`config.mk`:
```
export PLATFORM = sky130hd
export DESIGN_NAME = div_sequencer
export DESIGN_NICKNAME = d
export VERILOG_FILES = /design/src/rtl/div_sequencer.sv
export SDC_FILE = /design/constraint.sdc
export NUM_CORES = 1
export LEC_CHECK = 0
export BUFFER_PORTS_ARGS = -buffer_cell sky130_fd_sc_hd__buf_2
export CORE_ASPECT_RATIO = 0.75
export CORE_MARGIN = 5
export CORE_UTILIZATION = 55
export CTS_BUF_LIST = sky130_fd_sc_hd__clkbuf_8
export CTS_CLUSTER_DIAMETER = 40
export DETAILED_ROUTE_END_ITERATION = 6
export PLACE_DENSITY = 0.88
export SLEW_MARGIN = 20
export SYNTH_ARGS = -nofsm -noshare
export SYNTH_HDL_FRONTEND = slang
export SYNTH_SLANG_ARGS = --single-unit
```
`constraint.sdc`:
```
create_clock -name clk -period 5 [get_ports clk]
set_input_delay 0.75 -clock clk [delete_from_list [all_inputs] [get_ports clk]]
set_output_delay 0.75 -clock clk [all_outputs]
set_load 0.02 [all_outputs]
```
`src/rtl/div_sequencer.sv`:
```
// Radix-2 restoring DIV/DIVU sequencer: done arrives WIDTH+1 cycles after acceptance, or 1 cycle for a zero divisor.
// stall holds the pipeline while start is high, drops in the done cycle, and annul abandons the op with no result.
module div_sequencer #(
  parameter int WIDTH = 32
) (
  input  logic             clk,
  input  logic             rst,
  input  logic             start,
  input  logic             signed_op,
  input  logic             annul,
  input  logic [WIDTH-1:0] opa,
  input  logic [WIDTH-1:0] opb,
  output logic             stall,
  output logic             busy,
  output logic             done,
  output logic [WIDTH-1:0] hi,
  output logic [WIDTH-1:0] lo
);

  localparam int CW = $clog2(WIDTH);
  localparam logic [WIDTH-1:0] ONE = WIDTH'(1);

  typedef enum logic [1:0] {IDLE, RUN, DONE} state_t;

  state_t           state, stateNext;
  logic [CW-1:0]    counter;
  logic [WIDTH-1:0] rem, quo, divisor;
  logic             negQ, negR;

  logic             negA, negB, accept;
  logic [WIDTH-1:0] magA, magB;
  logic [WIDTH:0]   remShift;
  logic [WIDTH-1:0] diff, remNext, quoNext, qFinal, rFinal;
  logic             geq;

  assign negA   = signed_op & opa[WIDTH-1];
  assign negB   = signed_op & opb[WIDTH-1];
  assign magA   = negA ? (~opa + ONE) : opa;
  assign magB   = negB ? (~opb + ONE) : opb;
  assign accept = start & ~annul;

  // One restoring step; the extra top bit of remShift keeps the compare exact.
  assign remShift = {rem, quo[WIDTH-1]};
  assign geq      = remShift >= {1'b0, divisor};
  assign diff     = remShift[WIDTH-1:0] - divisor;
  assign remNext  = geq ? diff : remShift[WIDTH-1:0];
  assign quoNext  = {quo[WIDTH-2:0], geq};
  assign qFinal   = negQ ? (~quoNext + ONE) : quoNext;
  assign rFinal   = negR ? (~remNext + ONE) : remNext;

  assign done  = (state == DONE);
  assign busy  = (state != IDLE);
  assign stall = start & ~done & ~annul;

  always_comb begin
    stateNext = state;
    case (state)
      IDLE: if (accept) stateNext = (opb == '0) ? DONE : RUN;
      RUN: begin
        if (annul)             stateNext = IDLE;
        else if (counter == 0) stateNext = DONE;
      end
      DONE:    stateNext = IDLE;
      default: stateNext = IDLE;
    endcase
  end

  always_ff @(posedge clk or posedge rst) begin
    if (rst) begin
      state   <= IDLE;
      counter <= '0;
      rem     <= '0;
      quo     <= '0;
      divisor <= '0;
      negQ    <= 1'b0;
      negR    <= 1'b0;
      hi      <= '0;
      lo      <= '0;
    end else begin
      state <= stateNext;
      case (state)
        IDLE: if (accept) begin
          rem     <= '0;
          quo     <= magA;
          divisor <= magB;
          negQ    <= negA ^ negB;
          negR    <= negA;
          counter <= CW'(WIDTH - 1);
          // Zero divisor bypasses the iteration entirely.
          if (opb == '0) begin
            hi <= opa;
            lo <= '1;
          end
        end
        RUN: if (!annul) begin
          rem     <= remNext;
          quo     <= quoNext;
          counter <= counter - CW'(1);
          if (counter == 0) begin
            hi <= rFinal;
            lo <= qFinal;
          end
        end
        default: ;
      endcase
    end
  end

endmodule
```
# ---- Word level (Yosys, flattened, before mapping)
# Cells that the tools add are included.
dict set report op_classes {
  n_addsub 6
  mul 0
  n_div 0
  magnitude_cmp 1
  eq_ne 7
  n_shift 0
  n_mux 29
  bitwise_logic 12
  n_reduce_logical 9
}
# operator n
set ops {}
lappend ops {{2-to-1 mux 32 bit} 17}
lappend ops {{one-hot mux 32 bit (2 select lines)} 4}
lappend ops {{adder 32 x 1 -> 32 bit, second input constant} 4}
lappend ops {{inverter 32 bit} 4}
lappend ops {{>= comparator 33 x 32 -> 1 bit} 1}
lappend ops {{logical NOT 32 bit} 1}
lappend ops {{subtractor 32 bit} 1}
lappend ops {{2-to-1 mux 5 bit} 2}
lappend ops {{one-hot mux 5 bit (2 select lines)} 1}
lappend ops {{2-to-1 mux 2 bit} 4}
lappend ops {{!= test 2 bit, second input constant} 4}
lappend ops {{bitwise AND 1 bit} 5}
lappend ops {{logical NOT 5 bit} 1}
lappend ops {{AND reduction 5 bit} 1}
lappend ops {{subtractor 5 x 1 -> 5 bit, second input constant} 1}
lappend ops {{one-hot mux 2 bit (2 select lines)} 1}
lappend ops {{AND reduction 2 bit} 2}
lappend ops {{nonzero test 2 bit} 2}
lappend ops {{!= test 3 bit, second input constant} 1}
lappend ops {{AND reduction 3 bit} 1}
lappend ops {{equality test 2 x 1 -> 1 bit, second input constant} 1}
lappend ops {{equality test 2 bit, second input constant} 1}
lappend ops {{logical NOT 2 bit} 1}
lappend ops {{inverter 1 bit} 2}
lappend ops {{bitwise XOR 1 bit} 1}
dict set report word_totals {
  reg_bits 169
  latch_bits 0
  ram_bits 0
  mem_bits_ro 0
  input_bits 69
  output_inout_bits 67
  elab_cells 73
  memories 0
}

# ---- Depth between registers and ports, before layout
# Gate-level depths: netlist (run 1).
dict set report logic_depth {
  word_depth 8
  depth_mapped 25
  depth_no_buf 19
}

# ---- Worst setup path after synthesis (run 1)
# Ideal clock, no wire load.
dict set report synth_timing {
  path_kind {register to register}
  startpoint {register rem[5]}
  endpoint {register hi[30]}
  setup_ps 131
  arrival_ps 5132
  setup_slack_ps -263
  path_stages_with_launch 23
  path_cell_list {dfrtp_1 > ha_1 > a21oi_2 > o21ai_2 > a221oi_4 > o221ai_2 > or2_1 > buf_6 > buf_2 > buf_2 > buf_2 > buf_1 > o21ai_0 > ha_1 > nand2_1 > a211o_1 > nor4b_2 > nor4b_2 > o21ai_1 > or2_4 > o41a_1 > nand3_1 > or3b_1}
}
dict set report synth_via {
  elab_chain_cells 8
}
# element line_no
set synth_lines {}
lappend synth_lines {{start, declared} 27} ;# logic [WIDTH-1:0] rem, quo, divisor;
lappend synth_lines {{start signal, assigned} 96} ;# rem <= remNext;
lappend synth_lines {{subtractor 32 bit or >= comparator 33 x 32 -> 1 bit (tied branches)} {45, 44}}
lappend synth_lines {{2-to-1 mux 32 bit (*)} 46} ;# assign remNext = geq ? diff : remShift[WIDTH-1:0];
lappend synth_lines {{inverter 32 bit} 49} ;# assign rFinal = negR ? (~remNext + ONE) : remNext;
lappend synth_lines {{adder 32 x 1 -> 32 bit} 49}
lappend synth_lines {{2-to-1 mux 32 bit (*)} 49}
lappend synth_lines {{2-to-1 mux 32 bit (*)} 99} ;# if (counter == 0) begin
lappend synth_lines {{2-to-1 mux 32 bit (*)} 95} ;# RUN: if (!annul) begin
lappend synth_lines {{one-hot mux 32 bit (2 select lines) (*)} 81} ;# case (state)
lappend synth_lines {{end signal, assigned} 91} ;# hi <= opa;
lappend synth_lines {{end signal, assigned} 100} ;# hi <= rFinal;
lappend synth_lines {{end, declared} 16} ;# output logic [WIDTH-1:0] hi,
# Mark *: on every way between the ends. The rest lies on a longest branch, timed or not. The select of a mux whose other input is x is not followed.
# A chain may end at the register's enable or synchronous reset.

# ---- Worst setup path in the final report (run 1)
dict set report layout_timing {
  startpoint {register divisor[25]}
  endpoint {register hi[30]}
}
dict set report layout_via {
  elab_chain_cells 8
}
# element line_no
set layout_lines {}
lappend layout_lines {{start, declared} 27}
lappend layout_lines {{start signal, assigned} 85} ;# divisor <= magB;
lappend layout_lines {{subtractor 32 bit or >= comparator 33 x 32 -> 1 bit (tied branches)} {45, 44}}
lappend layout_lines {{2-to-1 mux 32 bit (*)} 46}
lappend layout_lines {{inverter 32 bit} 49}
lappend layout_lines {{adder 32 x 1 -> 32 bit} 49}
lappend layout_lines {{2-to-1 mux 32 bit (*)} 49}
lappend layout_lines {{2-to-1 mux 32 bit (*)} 99}
lappend layout_lines {{2-to-1 mux 32 bit (*)} 95}
lappend layout_lines {{one-hot mux 32 bit (2 select lines) (*)} 81}
# Marks and branches as above.

==> results.md, run 1 <==
- Slew Limit Fails: 0
- Final Cycle Share: 95.6%
- Final core occ: 62.6%
- # Post-CTS Setup Buffers: 0
- CTS tree: yes
- Final hold violation count: 0
- Routed Antenna Nets: 0
- Worst Path Required: 5.36 ns
- Pwr Density: 717 nW/um2
- First-pass GRT wire length: 62400 um
- Reg-to-reg critical path startpoint: divisor[25]$_DFFE_PP0P_
- Outcome: finished clean
- WP data arrival: 5.14 ns
- Drt pass-1 iters: 6
- Max FO, Critical Path: 7
- Initial DRC count: 1397
- Root buffer cell: clkbuf_8
- Syn nets: 1655
- Worst slew pin tran: 1.07 ns
- Syn Inst Count: 1547
- Total Wirelength: 38700 um
- Yosys top cell area share: 34.4%
- Crit path largest cell delay: 0.43 ns
- Slowest stage cell, crit path: ha_2
- WL/cell: 19.7 um
- Cell chain of the critical path: inv_1 -> ha_2 -> nand4_1 -> nor4_4 -> a31oi_1 -> o31ai_2 -> or2_4 -> clkinv_2 -> mux2i_2 -> ha_2 -> nand2_1 -> a211o_1 -> nor4b_4 -> nor4b_4 -> o21ai_1 -> or2_4 -> o41a_1 -> nand3_1 -> or3b_1
- CP Class: flip-flop to flip-flop
- Top cell type by total area after synthesis: dfrtp_1
- Initial Util: 55.7%
- CTS max path bufs: 2
- Vias in the first global route: 11600
- Syn_area_per_cell: 7.94 um2
- Crit path time final: 4.78 ns
- Seq cells post-synth: 169
- Synth-to-Final Area Change: 12.3%
- Cells after DPL: 1928
- Layout cells sized above 1: 16.1%
- Synth Cell Area: 12300 um2
- EDFF count, synth: 0
- Fillers: 1905
- CTS Sinks: 169
- Row cnt: 47
- H-tree levels: 4
- Inserted Clock Buffers: 17
- Worst-Skew Late Latency: 0.48 ns
- Crit path capture type: flip-flop
- Vias/cell: 6.32
- Port Buf Inserts: 135
- GPL Wtd Cong: 0.952
- Max-cap violation count: 0
- Largest net degree at the start of global routing: 170
- Fmax: 0.209 GHz
- Vias: 12400
- Die W: 183 um
- Initial antenna violation count: 1
- Sequential area share after synthesis: 34.4%
- Worst R2R Setup Slack: 0.22 ns
- I/O pin count: 136
- Yosys warnings: 0
- Residual DRC: 0
- VDD IR max: 0.000360 V
- Die Y-Extent: 139 um
- Core Region: 22100 um2
- Pleak: 0.00593 uW
- Worst reg-to-reg path cell count: 19
- GRT Total Usage: 30.1%
- Finished Layout Cells: 1960
- Synth area leaders: dfrtp_1 34%, o21ai_0 6.5%, nand2_1 6.4%
- Min-Delay Path Class: input pin to asynchronous set/reset pin
- Ys async rst share: 100%
- Slew Limit Headroom: 28.5%
- Critical Path Start Type: flip-flop
- FF-to-FF End: hi[30]$_DFFE_PP0P_
- Clock transition at path regs: 0.11 ns
- Hold-fix buffers, CTS: 0
- Dominant synthesized flop cell: dfrtp_1
- Final setup viols: 0
- Worst clock skew: 0.0239 ns
- Antenna diode instance count: 0
- Hpwl dp: 29100 um
- Gr ovfl total: 0
- Final nets: 1761
- Unique masters post-synth: 87
- Die area: 25500 um2
-- how the worst max path moves through the flow --
| stage | depth (start not counted) | to | from | slack [ns] |
|---|---|---|---|---|
| 3_5_place_dp | 18 | hi[30]$_DFFE_PP0P_ | rem[10]$_DFFE_PP0P_ | 0.14 |
| 4_1_cts | 18 | hi[30]$_DFFE_PP0P_ | rem[10]$_DFFE_PP0P_ | 0.09 |
| 5_1_grt | 19 | hi[30]$_DFFE_PP0P_ | divisor[25]$_DFFE_PP0P_ | -0.0008 |
| 6_report | 19 | hi[30]$_DFFE_PP0P_ | divisor[25]$_DFFE_PP0P_ | 0.22 |
| 2_1_floorplan | 23 | hi[30]$_DFFE_PP0P_ | rem[7]$_DFFE_PP0P_ | 0.003 |
| 3_3_place_gp | 18 | hi[30]$_DFFE_PP0P_ | rem[7]$_DFFE_PP0P_ | 0.27 |
-- cell usage in the layout, fill, tap and decap left out, drive strengths merged, types with 17 or more instances in the layout --
master and n:
o31ai 28, a31oi 39, nand3 28, clkbuf 18, or3 17, inv 63
mux2i 23, xnor2 46, xor2 81, nor3 40, ha 38, a21oi 136
buf 173, nand2 210, nor4 20, dfrtp 169, o21ai 171, nor2 151
-- layer usage --
layer | wire length, um | GRT usage (%)
met1 | 17600 | 45.5
met2 | 16300 | 43.3
met3 | 3980 | 6.65
met4 | 896 | 8.13
met5 | 13 | 0
-- what timing repair did --
item | 4_1_cts | 5_1_grt
setup endpoints to repair | 0 | 4
gates resized for setup | 0 | 25
hold endpoints to repair | 0 | 0
-- synthesized netlist by cell type, types with 38 or more instances --
master / number
ha_1: 38
nor2_1: 151
nand2_1: 210
o21ai_0: 160
inv_1: 58
clkbuf_1: 54
a31oi_1: 39
a21oi_1: 133
xnor2_1: 46
dfrtp_1: 169
xor2_1: 81
nor3_1: 38
-- final cells by class --
cell class,instances,area (um2),area share [%]
clock buffer,18,248,1.80
clock inverter,14,154,1.12
inverter,60,230,1.67
multi-input combinational,1232,7600,55.1
sequential,169,4230,30.7
tap,294,368,2.67
timing repair buffer,173,973,7.05
-- where the power goes --
part	internal [uW]	switching, uW
Clock	389	619
Combinational	2320	4190
Sequential	1870	503
Total	4590	5310
-- sequential cells by signal, summed over array words and instances, names as in the netlist --
register,flops
counter,5
divisor,32
hi,32
lo,32
negQ,1
negR,1
quo,32
rem,32
state,2
-- cell families after synthesis --
kind of cell / share of synthesized area (%)
AO/OA/AOI/OAI: 24.5
multiplexers: 1.87
adder cells (fa/ha/maj): 4.03
buffers and inverters: 4.95
flip-flops: 34.4
AND/OR/NAND/NOR: 21.1
XOR/XNOR: 9.05
-- per-stage QoR --
step                       TNS (ns)  hold WS (ns)  total power, uW  setup WS [ns]  area, um2
after global placement            0         0.463             8500          0.271      13300
after global routing      -0.000791         0.454            10600      -0.000791      13800
final                             0         0.458             9900          0.222      13800
after detailed placement          0         0.471             8570          0.138      13300
after floorplan                   0         0.450             6740        0.00265      12300
after CTS                         0         0.443             9600         0.0852      13700
-- critical path, delay by kind of cell (launching register included) --
kind / cells / cell delay, ns
and+or+nand+nor: 9 / 2.11
AOI/OAI and AO/OA: 5 / 1.13
muxes: 1 / 0.21
buffers and inverters: 2 / 0.20
DFF: 1 / 0.38
adders and majority gates: 2 / 0.65
Power figures use the tool's default switching activity.
==> run 2, diff against run 1 <==
Settings changed: CORE_MARGIN 5 to 2.
==> results.md, run 2 (synthesis gave the netlist of run 1 again) <==
- Hpwl dp: 29100 um (+0.18%)
- Worst Path Required: 5.37 ns (about the same)
- GPL Wtd Cong: 1.01 (+5.8%)
- Hold-fix buffers, CTS: 0 (unchanged)
- Largest net degree at the start of global routing: 134 (-21%)
- Critical Path Start Type: flip-flop
- Core Region: 22000 um2 (-0.27%)
- Worst clock skew: 0.0246 ns (+0.000686 ns)
- VDD IR max: 0.000334 V (-7.2%)
- Slew Limit Fails: 0 (unchanged)
- Clock transition at path regs: 0.11 ns (about the same)
- Final Cycle Share: 97.3% (+1.7 points)
- Fillers: 1913 (+0.42%)
- Pleak: 0.00593 uW (about the same)
- Total power: 9850 uW (-0.48%)
- Sequential share of power: 24.2% (+0.2 points)
- Met2 Use GR: 48.1% (+4.8 points)
- Worst-Skew Late Latency: 0.48 ns (about the same)
- Initial DRC count: 1696 (+21%)
- Met1 usage: 48.6% (+3.0 points)
- Routed Antenna Nets: 0 (unchanged)
- Row cnt: 47 (unchanged)
- Initial antenna violation count: 2 (+1)
- Logic pwr share: 65.6% (-0.2 points)
- Final nets: 1761 (unchanged)
- Net Sw Power: 5290 uW (-0.39%)
- Outcome: finished clean
- Layout cells sized above 1: 15.7% (-0.42 points)
- Final setup viols: 0 (unchanged)
- Initial Util: 55.9% (+0.15 points)
- CTS max path bufs: 2 (unchanged)
- Pwr Density: 716 nW/um2 (-0.23%)
- Synth-to-Final Area Change: 12.0%
- Antenna diode instance count: 0 (unchanged)
- Worst slew pin tran: 1.06 ns (-0.0141 ns)
- H-tree levels: 4 (unchanged)
- Internal Pwr Total: 4560 uW (-0.57%)
- Max-cap violation count: 0 (unchanged)
- Most frequent cells in the layout: 210 x nand2_1, 169 x dfrtp_1, 159 x o21ai_0
- CP Class: flip-flop to flip-flop
- Crit path time final: 4.86 ns (+0.0850 ns)
- Vias/cell: 6.33 (+0.28%)
- Clock share of power: 10.2% (about the same)
- Crit path capture type: flip-flop
- Die Y-Extent: 133 um (-4.3%)
- Switch share: 53.7% (about the same)
- WL/cell: 19.8 um (about the same)
- Root buffer cell: clkbuf_8
- Die W: 177 um (-3.3%)
- GRT Total Usage: 32.8% (+2.7 points)
- Setup ws final: 0.137 ns (-0.0850 ns)
- Met3 capacity usage during global routing: 8.42% (+1.8 points)
- First-pass GRT wire length: 60900 um (-2.4%)
- Gr ovfl total: 0 (unchanged)
- Inserted Clock Buffers: 17 (unchanged)
- Most common cell after layout, fill and taps aside: nand2_1
- Fmax: 0.206 GHz (-1.7%)
- Max FO, Critical Path: 6 (-1)
- Port Buf Inserts: 135 (unchanged)
- Vias in the first global route: 11400 (-1.1%)
- DP Worst Slack: 0.0723 ns (-0.0652 ns)
- Min-Delay Path Class: input pin to asynchronous set/reset pin
- Final hold violation count: 0 (unchanged)
- Slew Limit Headroom: 29.4% (+0.94 points)
- I/O pin count: 136 (unchanged)
- CTS tree: yes
- CTS Sinks: 169 (unchanged)
- # Post-CTS Setup Buffers: 0 (unchanged)
- Busiest grt layer: met1
- Total Wirelength: 38700 um (about the same)
- Residual DRC: 0 (unchanged)
- Die area: 23600 um2 (-7.4%)
- WP data arrival: 5.23 ns (+0.09 ns)
- Drt pass-1 iters: 6 (unchanged)
- Vias: 12400 (+0.28%)
-- run 2: area by class of cell --
cell class,instances,area [um2],share of cell area [%]
Tap cell,294,368,2.67
Clock inverter,14,158,1.15
Clock buffer,18,248,1.80
Multi-Input combinational cell,1232,7550,54.8
Inverter,60,230,1.67
Timing Repair Buffer,173,986,7.16
Sequential cell,169,4230,30.7
-- run 2: what timing repair did --
action                     4_1_cts  5_1_grt
resized for setup                1       13
hold endpoints to repair         0        0
setup endpoints to repair        1        6
pin swaps                        0        1
-- run 2: critical path, stage by stage, from the launching register on --
cell      delay, ns
dfrtp_1        0.46
ha_1           0.43
nand2_1        0.20
nor3_1         0.44
a31oi_1        0.17
o31ai_2        0.13
or2_4          0.25
clkinv_2       0.08
mux2i_2        0.22
ha_2           0.22
nand2_1        0.05
a211o_1        0.28
nor4b_4        0.25
nor4b_4        0.25
o21ai_1        0.18
or2_4          0.30
o41a_1         0.41
nand3_1        0.09
or3b_1         0.34
-- run 2: through the flow --
stage	TNS [ns]	cells	area, um2	hold slack (ns)	utilization [%]
3_3_place_gp	0	1928	13300	0.460	60.5
5_1_grt	-0.0546	1960	13800	0.449	62.6
6_report	0	1960	13800	0.434	62.6
2_1_floorplan	0	1547	12300	0.450	-
4_1_cts	0	1960	13700	0.443	62.4
3_5_place_dp	0	1928	13300	0.473	60.5
-- run 2: metal layers --
| metal | up-vias | wire, um |
|---|---|---|
| li1 | 5732 | - |
| met1 | 5906 | 17100 |
| met2 | 701 | 16400 |
| met3 | 75 | 4420 |
| met4 | 0 | 768 |
| met5 | - | 0 |
-- run 2: power groups by stage --
stage          clock, uW  sequential (uW)  combinational [uW]
2_1_floorplan          0             2550                4190
3_3_place_gp           0             2360                6090
3_5_place_dp           0             2390                6150
4_1_cts             1020             2360                6200
5_1_grt             1070             2440                6960
6_report            1010             2380                6460
-- run 2: worst paths after layout --
| kind | from | end | slack [ns] | depth (start not counted) |
|---|---|---|---|---|
| worst max-delay path | rem[3]$_DFFE_PP0P_ | hi[30]$_DFFE_PP0P_ | 0.14 | 18 |
| worst min-delay path | rst | lo[26]$_DFFE_PP0P_ | 0.43 | 2 |
| worst max register to register | rem[3]$_DFFE_PP0P_ | hi[30]$_DFFE_PP0P_ | 0.14 | 18 |
| worst min register to register | divisor[15]$_DFFE_PP0P_ | divisor[15]$_DFFE_PP0P_ | 0.49 | 2 |
| max in group asynchronous | rst | divisor[17]$_DFFE_PP0P_ | 3.34 | 3 |
| min in group clk | annul | state[0]$_DFFE_PP0P_ | 0.46 | 2 |
